$ cat src/rtl/fdd_link_pkg.sv
// Shared register map, bit positions and constants for the FDD host link.
// Used by fdd_host_link and its FIFO; nothing here depends on HOST_LINK_IRQ_EN.
package fdd_link_pkg;

  typedef enum logic [1:0] {
    REG_DATA = 2'd0,
    REG_STAT = 2'd1,
    REG_CTRL = 2'd2,
    REG_RSVD = 2'd3
  } link_reg_e;

  // Z80 status byte bit positions; bits [2:0] hold the saturated RX count
  localparam int STAT_INTRQ   = 7;
  localparam int STAT_RX_NE   = 6;
  localparam int STAT_TX_NF   = 5;
  localparam int STAT_RX_OVF  = 4;
  localparam int STAT_TX_OVF  = 3;

  localparam int CTRL_FLUSH   = 0;
  localparam int CTRL_RX_IE   = 1;
  localparam int CTRL_CLR_OVF = 2;
  localparam int CTRL_TX_IE   = 3;

  localparam int HSTAT_RX_NF  = 7;
  localparam int HSTAT_TX_NE  = 6;

  localparam logic [7:0] EMPTY_READ = 8'hFF;

  function automatic logic [2:0] sat_count(input logic [4:0] cnt);
    return (cnt > 5'd7) ? 3'd7 : cnt[2:0];
  endfunction

endpackage

$ cat src/rtl/link_fifo.sv
// Power-of-two circular FIFO with flush; a pop and push in the same cycle are
// both honoured even when full. ovf_set pulses when a push is dropped.
module link_fifo #(
  parameter int WIDTH = 8,
  parameter int DEPTH = 4
) (
  input  logic                     clk,
  input  logic                     rst_n,
  input  logic                     push,
  input  logic                     pop,
  input  logic                     flush,
  input  logic [WIDTH-1:0]         wdata,
  output logic [WIDTH-1:0]         rdata,
  output logic                     empty,
  output logic                     full,
  output logic [$clog2(DEPTH):0]   count,
  output logic                     ovf_set
);

  localparam int AW = $clog2(DEPTH);
  localparam int CW = AW + 1;

  logic [WIDTH-1:0] r_mem [DEPTH];
  logic [AW-1:0]    r_wptr;
  logic [AW-1:0]    r_rptr;
  logic [CW-1:0]    r_count;
  logic             w_do_pop;
  logic             w_do_push;

  assign empty = (r_count == '0);
  assign full  = (r_count == CW'(DEPTH));
  assign count = r_count;
  assign rdata = r_mem[r_rptr];

  // Flush beats both operations; a pop frees the slot a full-FIFO push needs
  assign w_do_pop  = pop & ~empty & ~flush;
  assign w_do_push = push & (~full | w_do_pop) & ~flush;
  assign ovf_set   = push & full & ~w_do_pop & ~flush;

  always_ff @(posedge clk or negedge rst_n) begin
    if (!rst_n) begin
      r_wptr  <= '0;
      r_rptr  <= '0;
      r_count <= '0;
    end else if (flush) begin
      r_wptr  <= '0;
      r_rptr  <= '0;
      r_count <= '0;
    end else begin
      if (w_do_push) r_wptr <= r_wptr + AW'(1);
      if (w_do_pop)  r_rptr <= r_rptr + AW'(1);
      if (w_do_push && !w_do_pop)      r_count <= r_count + CW'(1);
      else if (w_do_pop && !w_do_push) r_count <= r_count - CW'(1);
    end
  end

  always_ff @(posedge clk) begin
    if (w_do_push) r_mem[r_wptr] <= wdata;
  end

endmodule

$ cat src/rtl/fdd_host_link.sv
// FIFO-buffered byte link between the FDD Z80 and the host computer.
// Define HOST_LINK_IRQ_EN to enable rx_ie/tx_ie and the nLINK_INT output.
module fdd_host_link
  import fdd_link_pkg::*;
#(
  parameter int         DEPTH     = 4,
  parameter logic [7:0] BASE_PORT = 8'h20
) (
  input  logic       clk_16mhz,
  input  logic       nRESET,
  input  logic [7:0] addr,
  input  logic       nIORQ,
  input  logic       nRD,
  input  logic       nWR,
  input  logic [7:0] data_in,
  output logic [7:0] data_out,
  output logic       data_oe,
  input  logic       INTRQ,
  input  logic       ext_a0,
  input  logic       nEXT_RD,
  input  logic       nEXT_WR,
  input  logic [7:0] ext_data_in,
  output logic [7:0] ext_data_out,
  output logic       ext_oe,
  output logic       nLINK_INT
);

  localparam int CW = $clog2(DEPTH) + 1;

  // ---------------- Z80 strobe sampling ----------------
  logic       w_z_rd_raw, w_z_wr_raw, w_z_hit_raw;
  logic       r_z_rd, r_z_wr, r_z_rd_d, r_z_wr_d;
  logic       r_z_hit;
  link_reg_e  r_z_reg;
  logic [7:0] r_z_wdata;
  logic       w_z_rd_commit, w_z_wr_commit;

  assign w_z_rd_raw  = ~nIORQ & ~nRD;
  assign w_z_wr_raw  = ~nIORQ & ~nWR;
  assign w_z_hit_raw = (addr[7:2] == BASE_PORT[7:2]);

  // Address and data are latched while the strobe is low, so no hold is needed
  always_ff @(posedge clk_16mhz or negedge nRESET) begin
    if (!nRESET) begin
      r_z_rd    <= 1'b0;
      r_z_wr    <= 1'b0;
      r_z_rd_d  <= 1'b0;
      r_z_wr_d  <= 1'b0;
      r_z_hit   <= 1'b0;
      r_z_reg   <= REG_DATA;
      r_z_wdata <= 8'h00;
    end else begin
      r_z_rd   <= w_z_rd_raw;
      r_z_wr   <= w_z_wr_raw;
      r_z_rd_d <= r_z_rd;
      r_z_wr_d <= r_z_wr;
      if (w_z_rd_raw || w_z_wr_raw) begin
        r_z_hit   <= w_z_hit_raw;
        r_z_reg   <= link_reg_e'(addr[1:0]);
        r_z_wdata <= data_in;
      end
    end
  end

  assign w_z_rd_commit = r_z_rd_d & ~r_z_rd & r_z_hit;
  assign w_z_wr_commit = r_z_wr_d & ~r_z_wr & r_z_hit;

  // ---------------- Host strobe synchronisers ----------------
  logic       r_h_rd1, r_h_rd2, r_h_rd3;
  logic       r_h_wr1, r_h_wr2, r_h_wr3;
  logic [1:0] r_live;
  logic       r_h_rd_arm, r_h_wr_arm;
  logic       r_h_a0;
  logic [7:0] r_h_wdata;
  logic       w_h_rd_commit, w_h_wr_commit;

  // A strobe only counts once it has been seen idle after reset, so one that
  // is still low when reset releases cannot commit on its later rising edge.
  always_ff @(posedge clk_16mhz or negedge nRESET) begin
    if (!nRESET) begin
      r_h_rd1    <= 1'b1;
      r_h_rd2    <= 1'b1;
      r_h_rd3    <= 1'b1;
      r_h_wr1    <= 1'b1;
      r_h_wr2    <= 1'b1;
      r_h_wr3    <= 1'b1;
      r_live     <= 2'b00;
      r_h_rd_arm <= 1'b0;
      r_h_wr_arm <= 1'b0;
      r_h_a0     <= 1'b0;
      r_h_wdata  <= 8'h00;
    end else begin
      r_h_rd1    <= nEXT_RD;
      r_h_rd2    <= r_h_rd1;
      r_h_rd3    <= r_h_rd2;
      r_h_wr1    <= nEXT_WR;
      r_h_wr2    <= r_h_wr1;
      r_h_wr3    <= r_h_wr2;
      r_live     <= {r_live[0], 1'b1};
      r_h_rd_arm <= r_h_rd_arm | (r_live[1] & r_h_rd2);
      r_h_wr_arm <= r_h_wr_arm | (r_live[1] & r_h_wr2);
      if (!r_h_rd1 || !r_h_wr1) r_h_a0 <= ext_a0;
      if (!r_h_wr1) r_h_wdata <= ext_data_in;
    end
  end

  assign w_h_rd_commit = r_h_rd2 & ~r_h_rd3 & r_h_rd_arm;
  assign w_h_wr_commit = r_h_wr2 & ~r_h_wr3 & r_h_wr_arm;

  // ---------------- FIFOs and control ----------------
  logic          w_ctrl_wr, w_flush, w_clr_ovf;
  logic [7:0]    w_rx_rdata, w_tx_rdata;
  logic          w_rx_empty, w_rx_full, w_tx_empty, w_tx_full;
  logic [CW-1:0] w_rx_count, w_tx_count;
  logic          w_rx_ovf_set, w_tx_ovf_set;
  logic          r_rx_ovf, r_tx_ovf;
  logic          w_rx_ie, w_tx_ie;

  assign w_ctrl_wr = w_z_wr_commit & (r_z_reg == REG_CTRL);
  assign w_flush   = w_ctrl_wr & r_z_wdata[CTRL_FLUSH];
  assign w_clr_ovf = w_ctrl_wr & r_z_wdata[CTRL_CLR_OVF];

  link_fifo #(.WIDTH(8), .DEPTH(DEPTH)) u_rx_fifo (
    .clk     (clk_16mhz),
    .rst_n   (nRESET),
    .push    (w_h_wr_commit & ~r_h_a0),
    .pop     (w_z_rd_commit & (r_z_reg == REG_DATA)),
    .flush   (w_flush),
    .wdata   (r_h_wdata),
    .rdata   (w_rx_rdata),
    .empty   (w_rx_empty),
    .full    (w_rx_full),
    .count   (w_rx_count),
    .ovf_set (w_rx_ovf_set)
  );

  link_fifo #(.WIDTH(8), .DEPTH(DEPTH)) u_tx_fifo (
    .clk     (clk_16mhz),
    .rst_n   (nRESET),
    .push    (w_z_wr_commit & (r_z_reg == REG_DATA)),
    .pop     (w_h_rd_commit & ~r_h_a0),
    .flush   (w_flush),
    .wdata   (r_z_wdata),
    .rdata   (w_tx_rdata),
    .empty   (w_tx_empty),
    .full    (w_tx_full),
    .count   (w_tx_count),
    .ovf_set (w_tx_ovf_set)
  );

  always_ff @(posedge clk_16mhz or negedge nRESET) begin
    if (!nRESET) begin
      r_rx_ovf <= 1'b0;
      r_tx_ovf <= 1'b0;
    end else begin
      r_rx_ovf <= (r_rx_ovf & ~w_clr_ovf) | w_rx_ovf_set;
      r_tx_ovf <= (r_tx_ovf & ~w_clr_ovf) | w_tx_ovf_set;
    end
  end

`ifdef HOST_LINK_IRQ_EN
  logic r_rx_ie, r_tx_ie;

  always_ff @(posedge clk_16mhz or negedge nRESET) begin
    if (!nRESET) begin
      r_rx_ie <= 1'b0;
      r_tx_ie <= 1'b0;
    end else if (w_ctrl_wr) begin
      r_rx_ie <= r_z_wdata[CTRL_RX_IE];
      r_tx_ie <= r_z_wdata[CTRL_TX_IE];
    end
  end

  assign w_rx_ie   = r_rx_ie;
  assign w_tx_ie   = r_tx_ie;
  assign nLINK_INT = ~((w_rx_ie & ~w_rx_empty) | (w_tx_ie & w_tx_empty));
`else
  assign w_rx_ie   = 1'b0;
  assign w_tx_ie   = 1'b0;
  assign nLINK_INT = 1'b1;
`endif

  // ---------------- Read-back paths ----------------
  logic [7:0] w_z_stat, w_z_ctrl;
  logic [2:0] w_rx_cnt_sat;

  assign w_rx_cnt_sat = sat_count(5'(w_rx_count));
  assign w_z_stat = {INTRQ, ~w_rx_empty, ~w_tx_full, r_rx_ovf, r_tx_ovf, w_rx_cnt_sat};
  assign w_z_ctrl = {4'h0, w_tx_ie, 1'b0, w_rx_ie, 1'b0};

  always_comb begin
    data_out = EMPTY_READ;
    case (link_reg_e'(addr[1:0]))
      REG_DATA: data_out = w_rx_empty ? EMPTY_READ : w_rx_rdata;
      REG_STAT: data_out = w_z_stat;
      REG_CTRL: data_out = w_z_ctrl;
      REG_RSVD: data_out = EMPTY_READ;
      default:  data_out = EMPTY_READ;
    endcase
  end

  assign data_oe      = w_z_rd_raw & w_z_hit_raw;
  assign ext_data_out = ext_a0 ? {~w_rx_full, ~w_tx_empty, 6'h00}
                               : (w_tx_empty ? EMPTY_READ : w_tx_rdata);
  assign ext_oe       = ~nEXT_RD;

endmodule
$ cat config.mk
export PLATFORM = sky130hd
export DESIGN_NAME = fdd_host_link
export DESIGN_NICKNAME = d
export VERILOG_FILES = /design/src/rtl/fdd_link_pkg.sv /design/src/rtl/link_fifo.sv /design/src/rtl/fdd_host_link.sv
export SDC_FILE = /design/constraint.sdc
export NUM_CORES = 1
export LEC_CHECK = 0
export CAP_MARGIN = 10
export CORE_ASPECT_RATIO = 1.1
export CORE_MARGIN = 4
export CORE_UTILIZATION = 45
export DETAILED_ROUTE_END_ITERATION = 6
export PLACE_DENSITY = 0.72
export SLEW_MARGIN = 30
export SYNTH_ARGS = -nofsm -noshare
export SYNTH_HDL_FRONTEND = slang
export SYNTH_SLANG_ARGS = --single-unit
$ cat constraint.sdc
create_clock -name clk_16mhz -period 2.35 [get_ports clk_16mhz]
set_clock_uncertainty 0.1 [all_clocks]
set_input_delay 0.235 -clock clk_16mhz [delete_from_list [all_inputs] [get_ports clk_16mhz]]
set_output_delay 0.235 -clock clk_16mhz [all_outputs]
set_load 0.05 [all_outputs]
==> results.md, run 1 <==
* P_int at 4880 uW
* Non-Filler Instances at 575
* Sequential share of power at 0.364
* Clock Latency Late Sink at 410 ps
* Die area at 12600 um2
* Clock Path Buffers at 2
* Peak VDD IR at 542 uV
* Outcome: completed
* Minimum clock period at 2300 ps
* Yosys reg bits at 114
* Crit. End Element: register
* Syn avg cell area at 15.0 um2
* CTS Buf Count at 17
* Final count of hold timing violations at 0
* Core region area at 10500 um2
* DIE WIDTH at 108 um
* Via density at 5.23
* Hold Slack at 132 ps
* Setup Slack @ Placement at -76.9 ps
* Sequential-to-total area share from yosys stat at 0.648
* Adder-Cell Fraction of Synth Area at 0.0311
* P_leak at 0.00253 uW
* Setup slack after layout at 45.4 ps
* Vias in the first global route at 3155
* HP Class: primary input to register
* Clock power frac at 0.374
* Nets at 463
* WL/cell at 17.4 um
* Clk slew on worst S/H paths at 60 ps
* Drt drc at 0
* Largest regs: u_rx_fifo.r_mem: 32 flops, u_tx_fifo.r_mem: 32 flops
* Pwr dens at 1040 nW/um2
* Slew margin rel. at 0.565
* Synth Area in XOR/XNOR at 0.0107
* Proportion of synthesized area in mux cells at 0.124
* CP Class: register to register
* Compound-Gate Fraction of Synth Area at 0.0619
* Post-synth ARST share at 0.439
* DP Cell Count at 541
* Largest family of logic cells by synthesized area: multiplexers
* GPL Wtd Cong at 0.850
* Sw frac at 0.295
* Worst setup SP type: register
* EDFF count, synth at 64
* Synth Area in Simple Gates at 0.100
* Clk Tree Root Cell: clkbuf_16
* Main synth FF type: edfxtp_1
* Final period utilization at 0.981
* Antenna fix cells at 0
* Count of cell types in the netlist at 50
* Synth warn at 0
* Largest net degree at the start of global routing at 51
* GRT Overall Usage at 0.169
* Initial DRC Count at 143
* Row cnt at 39
* Setup violators final at 0
* I/O pin count at 52
* Max-cap violation count at 0
* CP required at 2590 ps
* CTS H-tree depth at 4
* Slowest stage delay, CP at 420 ps
* Slowest library cell on the worst path: dfrtp_1
* IO Port Bufs at 50
* Layout cells sized above 1 at 0.350
* DP HPWL at 6.89 mm
* DRT antenna net count at 0
* Overflow after GRT at 0
* CTS sink cnt at 114
* Worst EP arrival at 2540 ps
* Final Max Slew Viols at 0
* Worst-margin pin slew at 653 ps
* Starting Density at 0.466
* First-pass DRT Iterations at 4
* First-pass GRT wire length at 16.2 mm
* Area Growth Syn to Fin at 35.3%
* Post-Synthesis Cells at 327
* Logic pwr share at 0.262
* Sw Pwr at 2040 uW
* Crit path cell chain: and4bb_2 > and3_4 > nor3_4 > ha_4 > fa_2 > xnor2_1 > or3_1 > a21oi_2
* Unrepaired setup endpoints after global routing: true
* CP max FO at 4
* Via Count at 3008
* Synthesized cell area at 4910 um2
* Max Freq at 434 MHz
* Final WL at 10.0 mm
* Initial antenna violation count at 0
* CTS tree: built
* Die height at 118 um
power by group through the flow:
stage / clock network (uW) / logic, uW / registers (uW)
2_1_floorplan: 0 / 1060 / 2470
3_3_place_gp: 0 / 1750 / 2530
3_5_place_dp: 0 / 1780 / 2550
4_1_cts: 2630 / 1790 / 2510
5_1_grt: 2740 / 1960 / 2540
6_report: 2590 / 1810 / 2520
worst paths after layout:
kind | endpoint | slack [ps] | startpoint | cells past startpoint
worst max-delay path | u_rx_fifo.count[2] | 50 | r_z_reg[0] | 8
worst min-delay path | r_h_wr1 | 130 | nEXT_WR | 1
worst max register to register | u_rx_fifo.count[2] | 50 | r_z_reg[0] | 8
worst min register to register | r_live[1] | 250 | r_live[0] | 0
max in group asynchronous | r_z_wdata[0] | 1350 | nRESET | 3
min in group asynchronous | r_live[0] | 370 | nRESET | 3
worst max-delay path: cells and delay by family, from the launching register on:
family          cells  cell delay, ps
flops               1             420
simple gates        4             910
xor+xnor            1             140
fa+ha+maj           2             520
compound gates      1             150
synth_stat cells (3+ instances only):
master	count	area share
edfxtp_1	64	0.39
dfrtp_1	44	0.22
nor2_1	33	0.025
o21ai_0	20	0.020
mux2_2	19	0.044
mux4_2	16	0.073
inv_1	11	0.0084
nand2_1	11	0.0084
and2_1	9	0.011
ha_1	9	0.023
a21oi_1	7	0.0071
clkbuf_1	7	0.0054
nor3_1	7	0.0071
dfstp_2	6	0.032
nand3_1	6	0.0061
o31ai_1	4	0.0061
or3_1	4	0.0051
xor2_1	4	0.0071
buf_2	3	0.0031
layout by cell type, fill, tap and decap left out, types with 4 or more instances in the layout:
master and count:
dfstp_2 6, mux4_2 16, inv_1 11, a21oi_1 6, clkbuf_16 17, buf_4 33, and2_1 9, clkinv_4 6
nand2_1 10, or3_1 4, nand3_1 5, clkdlybuf4s50_1 32, dfrtp_1 44, buf_12 17, xor2_1 4, edfxtp_1 64
mux2_2 19, o21ai_1 8, nor3_1 7, o21ai_0 12, nor2_1 33, ha_1 8
final cells by class:
class,instances,area (um2)
Tap cell,143,179
Clock buffer,17,425
Clock inverter,15,184
Fill cell,828,3900
Multi-Input combinational cell,190,1690
Timing Repair Buffer,85,938
Sequential cell,114,3180
Inverter,11,41.3
through the flow:
stage,TNS (ps),cell area (um2),total power (uW),util
after global routing,-44.7,6640,7240,0.630
after detailed placement,-76.9,5950,4320,0.564
after CTS,0,6590,6940,0.625
final,0,6640,6920,0.630
after global placement,-8.20,5950,4270,0.564
after floorplan,-2.51,4930,3530,-
logic make-up after synthesis:
logic type / count (synthesis)
AOI/OAI and AO/OA: 45
xor gates and xnor gates: 6
adders and majority gates: 11
buffers and inverters: 24
DFF: 114
muxes: 38
other: 1
and+or+nand+nor: 88
repair_timing:
action / CTS / global route
gates resized for setup: 4 / 11
pin swaps: 0 / 3
setup endpoints to repair: 2 / 6
endpoints found under the hold margin: 44 / 0
hold buffers: 1 / 0
setup buffers: 0 / 1
per-layer routing:
| metal | track usage | routed length (um) | part of all wire | vias up |
|---|---|---|---|---|
| li1 | - | - | - | 1403 |
| met1 | 0.197 | 3910 | 0.39 | 1508 |
| met2 | 0.291 | 5360 | 0.54 | 76 |
| met3 | 0.0516 | 527 | 0.053 | 21 |
| met4 | 0.0639 | 218 | 0.022 | 0 |
| met5 | 0 | 0 | 0 | - |
Power figures use the tool's default switching activity.
==> inputs of run 2 (changes only) <==
RECOVER_POWER = 25   (was unset)
==> results.md, run 2 (same netlist as run 1, synthesis figures left out) <==
* Slew margin rel. at 0.566 (was 0.565)
* Hold depth at 0 (was 1)
* Nets at 463 (unchanged)
* DIE WIDTH at 108 um (unchanged)
* Non-Filler Instances at 575 (unchanged)
* Outcome: completed (unchanged)
* CTS tree: built (unchanged)
* Via density at 5.27 (was 5.23)
* CTS H-tree depth at 4 (unchanged)
* Worst setup SP type: register (unchanged)
* Drt drc at 0 (unchanged)
* Overflow after GRT at 0 (unchanged)
* Setup Slack @ Placement at -76.9 ps (unchanged)
* CP max FO at 4 (unchanged)
* Peak VDD IR at 542 uV (about the same)
* Final count of hold timing violations at 0 (unchanged)
* Sw frac at 0.296 (was 0.295)
* Max Freq at 435 MHz (was 434 MHz)
* Die area at 12600 um2 (unchanged)
* Max-cap violation count at 0 (unchanged)
* R2r setup slk at 50 ps (about the same)
* GRT Overall Usage at 0.169 (unchanged)
* Logic pwr share at 0.262 (about the same)
* Largest regs: u_rx_fifo.r_mem: 32 flops, u_tx_fifo.r_mem: 32 flops (unchanged)
* Minimum clock period at 2300 ps (about the same)
* Final Max Slew Viols at 0 (unchanged)
* Reg2reg path depth at 8 (unchanged)
* Final WL at 10.0 mm (about the same)
* RR Startpoint: r_z_reg[0] (unchanged)
* CTS sink cnt at 114 (unchanged)
* GPL Wtd Cong at 0.850 (unchanged)
* Core region area at 10500 um2 (unchanged)
* CP top delay family: simple AND/OR/NAND/NOR gates (unchanged)
* Cell count along the critical path at 8 (unchanged)
* Initial DRC Count at 145 (was 143)
* Setup slack after layout at 49.8 ps (was 45.4 ps)
* Starting Density at 0.466 (unchanged)
* Vias in the first global route at 3155 (unchanged)
* WL/cell at 17.5 um (was 17.4 um)
* First-pass GRT wire length at 16.2 mm (unchanged)
* Layout cells sized above 1 at 0.343 (was 0.350)
* P_int at 4870 uW (was 4880 uW)
* Pwr dens at 1040 nW/um2 (about the same)
* Sw Pwr at 2050 uW (was 2040 uW)
* First-pass DRT Iterations at 4 (unchanged)
* IO Port Bufs at 50 (unchanged)
* Antenna fix cells at 0 (unchanged)
* Final period utilization at 0.979 (was 0.981)
* Area Growth Syn to Fin at 35.2% (was 35.3%)
* R2r endpoint: u_rx_fifo.count[2] (unchanged)
* Unrepaired setup endpoints after global routing: true (unchanged)
* DP HPWL at 6.89 mm (unchanged)
* Initial antenna violation count at 0 (unchanged)
* DP Cell Count at 541 (unchanged)
* Clk slew on worst S/H paths at 60 ps (about the same)
* Clock power frac at 0.374 (about the same)
* Setup violators final at 0 (unchanged)
* Row cnt at 39 (unchanged)
* Via Count at 3029 (was 3008)
* Final core occ at 0.630 (about the same)
* Slowest stage delay, CP at 420 ps (about the same)
* I/O pin count at 52 (unchanged)
* CTS Buf Count at 17 (unchanged)
* Worst EP arrival at 2540 ps (about the same)
* Clk Tree Root Cell: clkbuf_16 (unchanged)
* Slowest library cell on the worst path: dfrtp_1 (unchanged)
* Clock Path Buffers at 2 (unchanged)
* Setup crit start: r_z_reg[0] (unchanged)
* Hold Slack at 249 ps (was 132 ps)
* Crit. End Element: register (unchanged)
* Crit path cell chain: and4bb_2 > and3_4 > nor3_4 > ha_4 > fa_2 > xnor2_1 > or3_1 > a21oi_2 (unchanged)
* DRT antenna net count at 0 (unchanged)
* P_leak at 0.00253 uW (about the same)
* CP Class: register to register (unchanged)
* Post-Route Setup TNS at 0 ps (unchanged)
* Clock Latency Late Sink at 410 ps (about the same)
* Worst setup path end: u_rx_fifo.count[2] (unchanged)
* Most common cell after layout, fill and taps aside: edfxtp_1 (unchanged)
* CP required at 2590 ps (about the same)
* CP bufs+invs at 0 (unchanged)
* Die height at 118 um (unchanged)
* Commonest cells after routing, fill and taps aside: 64 x edfxtp_1, 44 x dfrtp_1, 33 x nor2_1 (was 64 x edfxtp_1, 44 x dfrtp_1, 33 x nor2_1, 33 x buf_4, 32 x clkdlybuf4s50_1)
* Sequential share of power at 0.364 (about the same)
* Worst-margin pin slew at 652 ps (was 653 ps)
* Largest net degree at the start of global routing at 51 (unchanged)
* HP Class: register to register (was primary input to register)
==> run 2: cell count changes in the layout (fill, tap and decap cells not counted), sizes merged <==
cell,previous run,this run
clkbuf,17,18
clkdlybuf4s50,32,29
buf,52,51
dlygate4sd3,1,4
==> run 2: timing repair <==
item,4_1_cts,5_1_grt
hold buffers,1,0
resized for setup,4,11
endpoints found under the setup margin,2,6
pin swaps,0,3
buffers inserted,0,1
endpoints found under the hold margin,44,0
==> run 2: worst min path at each step <==
stage,from,to,slack [ps]
2_1_floorplan,nRESET,r_h_a0,-160
3_3_place_gp,r_live[0],r_live[1],230
3_5_place_dp,r_live[0],r_live[1],240
4_1_cts,nEXT_WR,r_h_wr1,120
5_1_grt,r_live[0],r_live[1],260
6_report,r_live[0],r_live[1],250
==> run 2: per-stage QoR <==
stage	total power (uW)	area, um2
floorplan	3530	4930
global placement	4270	5950
detailed placement	4320	5950
CTS	6940	6590
global route	7230	6640
finish	6920	6640
==> run 2: power by group through the flow <==
stage | clock [uW] | sequential (uW) | combinational [uW]
CTS | 2630 | 2510 | 1790
finish | 2590 | 2520 | 1810
detailed placement | 0 | 2550 | 1780
global placement | 0 | 2530 | 1750
floorplan | 0 | 2470 | 1060
global route | 2740 | 2540 | 1950
==> run 2: final cells by class <==
cell class	instances	area (um2)
clock buffers	17	425
flip-flops and latches	114	3180
clock inverters	15	184
fillers	830	3910
repair buffers	85	935
well taps	143	179
multi-input cells	190	1690
inverters	11	41.3
==> run 2: worst reg2reg max path, delay by kind of cell (launching register included) <==
family                     cells  cell delay, ps
AOI/OAI and AO/OA              1             150
xor gates and xnor gates       1             140
DFF                            1             420
adders and majority gates      2             520
and+or+nand+nor                4             910
==> run 2: layer usage <==
layer / share of wire / GRT usage
met3: 0.049 / 0.0516
met4: 0.023 / 0.0639
met1: 0.39 / 0.197
met2: 0.53 / 0.291
met5: 0 / 0
==> inputs of run 3 (changes only) <==
PLACE_DENSITY = 0.74   (was 0.72)
==> results.md, run 3 (same netlist as run 1, synthesis figures left out) <==
* Outcome: finished, violations left (was completed)
* Failing checks: negative setup slack
* CTS H-tree depth at 4 (unchanged)
* Peak VDD IR at 623 uV (was 542 uV)
* Layout cells sized above 1 at 0.357 (was 0.343)
* Crit. End Element: register (unchanged)
* Die height at 118 um (unchanged)
* Final Max Slew Viols at 0 (unchanged)
* Worst setup SP type: register (unchanged)
* Via Count at 3038 (was 3029)
* GRT Overall Usage at 0.170 (was 0.169)
* Via density at 5.21 (was 5.27)
* Overflow after GRT at 0 (unchanged)
* First-pass GRT wire length at 16.4 mm (was 16.2 mm)
* CP required at 2580 ps (was 2590 ps)
* Worst-margin pin slew at 652 ps (about the same)
* HP Class: register to register (unchanged)
* P_int at 4850 uW (was 4870 uW)
* CTS tree: built (unchanged)
* Sequential share of power at 0.371 (was 0.364)
* WL/cell at 17.5 um (about the same)
* Vias in the first global route at 3284 (was 3155)
* Design area at 6710 um2 (was 6640 um2)
* Row cnt at 39 (unchanged)
* Hold Slack at 246 ps (was 249 ps)
* Final core occ at 0.637 (was 0.630)
* Final WL at 10.2 mm (was 10.0 mm)
* IO Port Bufs at 50 (unchanged)
* GPL Wtd Cong at 0.828 (was 0.850)
* CTS Buf Count at 17 (unchanged)
* Commonest cells after routing, fill and taps aside: 64 x edfxtp_1, 43 x dfrtp_1, 37 x buf_4 (was 64 x edfxtp_1, 44 x dfrtp_1, 33 x nor2_1)
* Pwr dens at 1020 nW/um2 (was 1040 nW/um2)
* Core region area at 10500 um2 (unchanged)
* Clock Latency Late Sink at 400 ps (was 410 ps)
* Largest regs: u_rx_fifo.r_mem: 32 flops, u_tx_fifo.r_mem: 32 flops (unchanged)
* Drt drc at 0 (unchanged)
* CP Class: register to register (unchanged)
* Largest net degree at the start of global routing at 51 (unchanged)
* Die area at 12600 um2 (unchanged)
* Clk Tree Root Cell: clkbuf_16 (unchanged)
* Slew margin rel. at 0.565 (was 0.566)
* Power, Total at 6870 uW (was 6920 uW)
* Most common cell after layout, fill and taps aside: edfxtp_1 (unchanged)
* DP HPWL at 6.76 mm (was 6.89 mm)
* Sw Pwr at 2020 uW (was 2050 uW)
* Final period utilization at 1.00 (was 0.979)
* Starting Density at 0.466 (unchanged)
* Antenna fix cells at 0 (unchanged)
* Nets at 471 (was 463)
* Initial DRC Count at 135 (was 145)
* Placed Area at 5950 um2 (unchanged)
* Clk slew on worst S/H paths at 50 ps (was 60 ps)
* First-pass DRT Iterations at 4 (unchanged)
* Minimum clock period at 2360 ps (was 2300 ps)
* DRT antenna net count at 0 (unchanged)
* Final count of hold timing violations at 0 (unchanged)
* Max Freq at 424 MHz (was 435 MHz)
* Unrepaired setup endpoints after global routing: true (unchanged)
* Max-cap violation count at 0 (unchanged)
* I/O pin count at 52 (unchanged)
* P_leak at 0.00255 uW (was 0.00253 uW)
* DIE WIDTH at 108 um (unchanged)
* Area Growth Syn to Fin at 36.7% (was 35.2%)
* Setup slack after layout at -7.99 ps (was 49.8 ps)
* Initial antenna violation count at 0 (unchanged)
* Setup violators final at 1 (was 0)
* # fillers at 794 (was 830)
* Clock power frac at 0.354 (was 0.374)
* CP max FO at 4 (unchanged)
* Clock Path Buffers at 2 (unchanged)
* Sw frac at 0.294 (was 0.296)
* Logic pwr share at 0.275 (was 0.262)
* Worst EP arrival at 2590 ps (was 2540 ps)
* CTS sink cnt at 114 (unchanged)
-- run 3: power groups by stage --
stage | logic (uW) | registers (uW) | clock network, uW
3_5_place_dp | 1740 | 2570 | 0
6_report | 1890 | 2550 | 2430
5_1_grt | 2040 | 2570 | 2570
4_1_cts | 1770 | 2550 | 2460
2_1_floorplan | 1060 | 2470 | 0
3_3_place_gp | 1700 | 2560 | 0
-- run 3: metal layers --
layer | part of all wire | track usage
met5 | 0 | 0
met1 | 0.40 | 0.205
met2 | 0.54 | 0.290
met4 | 0.018 | 0.0679
met3 | 0.036 | 0.0406
-- run 3: timing repair --
| action | CTS | global route |
|---|---|---|
| hold buffers | 1 | 0 |
| gates resized for setup | 4 | 15 |
| pin swaps | 0 | 3 |
| setup endpoints to repair | 8 | 10 |
| buffers inserted | 1 | 13 |
| hold endpoints to repair | 44 | 0 |
-- run 3: path summary, 6_finish.rpt --
kind                       cells past startpoint  slack, ps  startpoint                   to
max in group asynchronous                      3       1300      nRESET  u_tx_fifo.r_rptr[0]
min                                            0        250   r_live[0]            r_live[1]
max reg2reg                                    7         -8  r_z_reg[1]   u_rx_fifo.count[2]
min in group asynchronous                      3        380      nRESET         r_h_wdata[2]
min reg2reg                                    0        250   r_live[0]            r_live[1]
max                                            7         -8  r_z_reg[1]   u_rx_fifo.count[2]
-- run 3: through the flow --
| step | setup WS [ps] | std cells | setup TNS, ps |
|---|---|---|---|
| global placement | -0.207 | 536 | -0.207 |
| floorplan | -2.51 | 328 | -2.51 |
| finish | -7.99 | 583 | -7.99 |
| detailed placement | -76.8 | 536 | -76.8 |
| global route | -46.5 | 583 | -102 |
| CTS | 3.95 | 570 | 0 |
-- run 3: cell type report --
class                      count  area, um2  area share
clock buffer                  22        454      0.0677
clock inverter                10        113      0.0168
inverter                      11       41.3     0.00615
multi-input combinational    190       1710       0.255
sequential                   114       3180       0.474
tap                          143        179      0.0267
timing repair buffer          93       1030       0.154
-- run 3: critical path, stage by stage, from the launching register on --
cell	delay (ps)
dfrtp_1	450
nor3b_4	320
nand3_1	220
ha_4	220
fa_2	350
xnor2_2	140
or3_1	340
a21oi_2	140
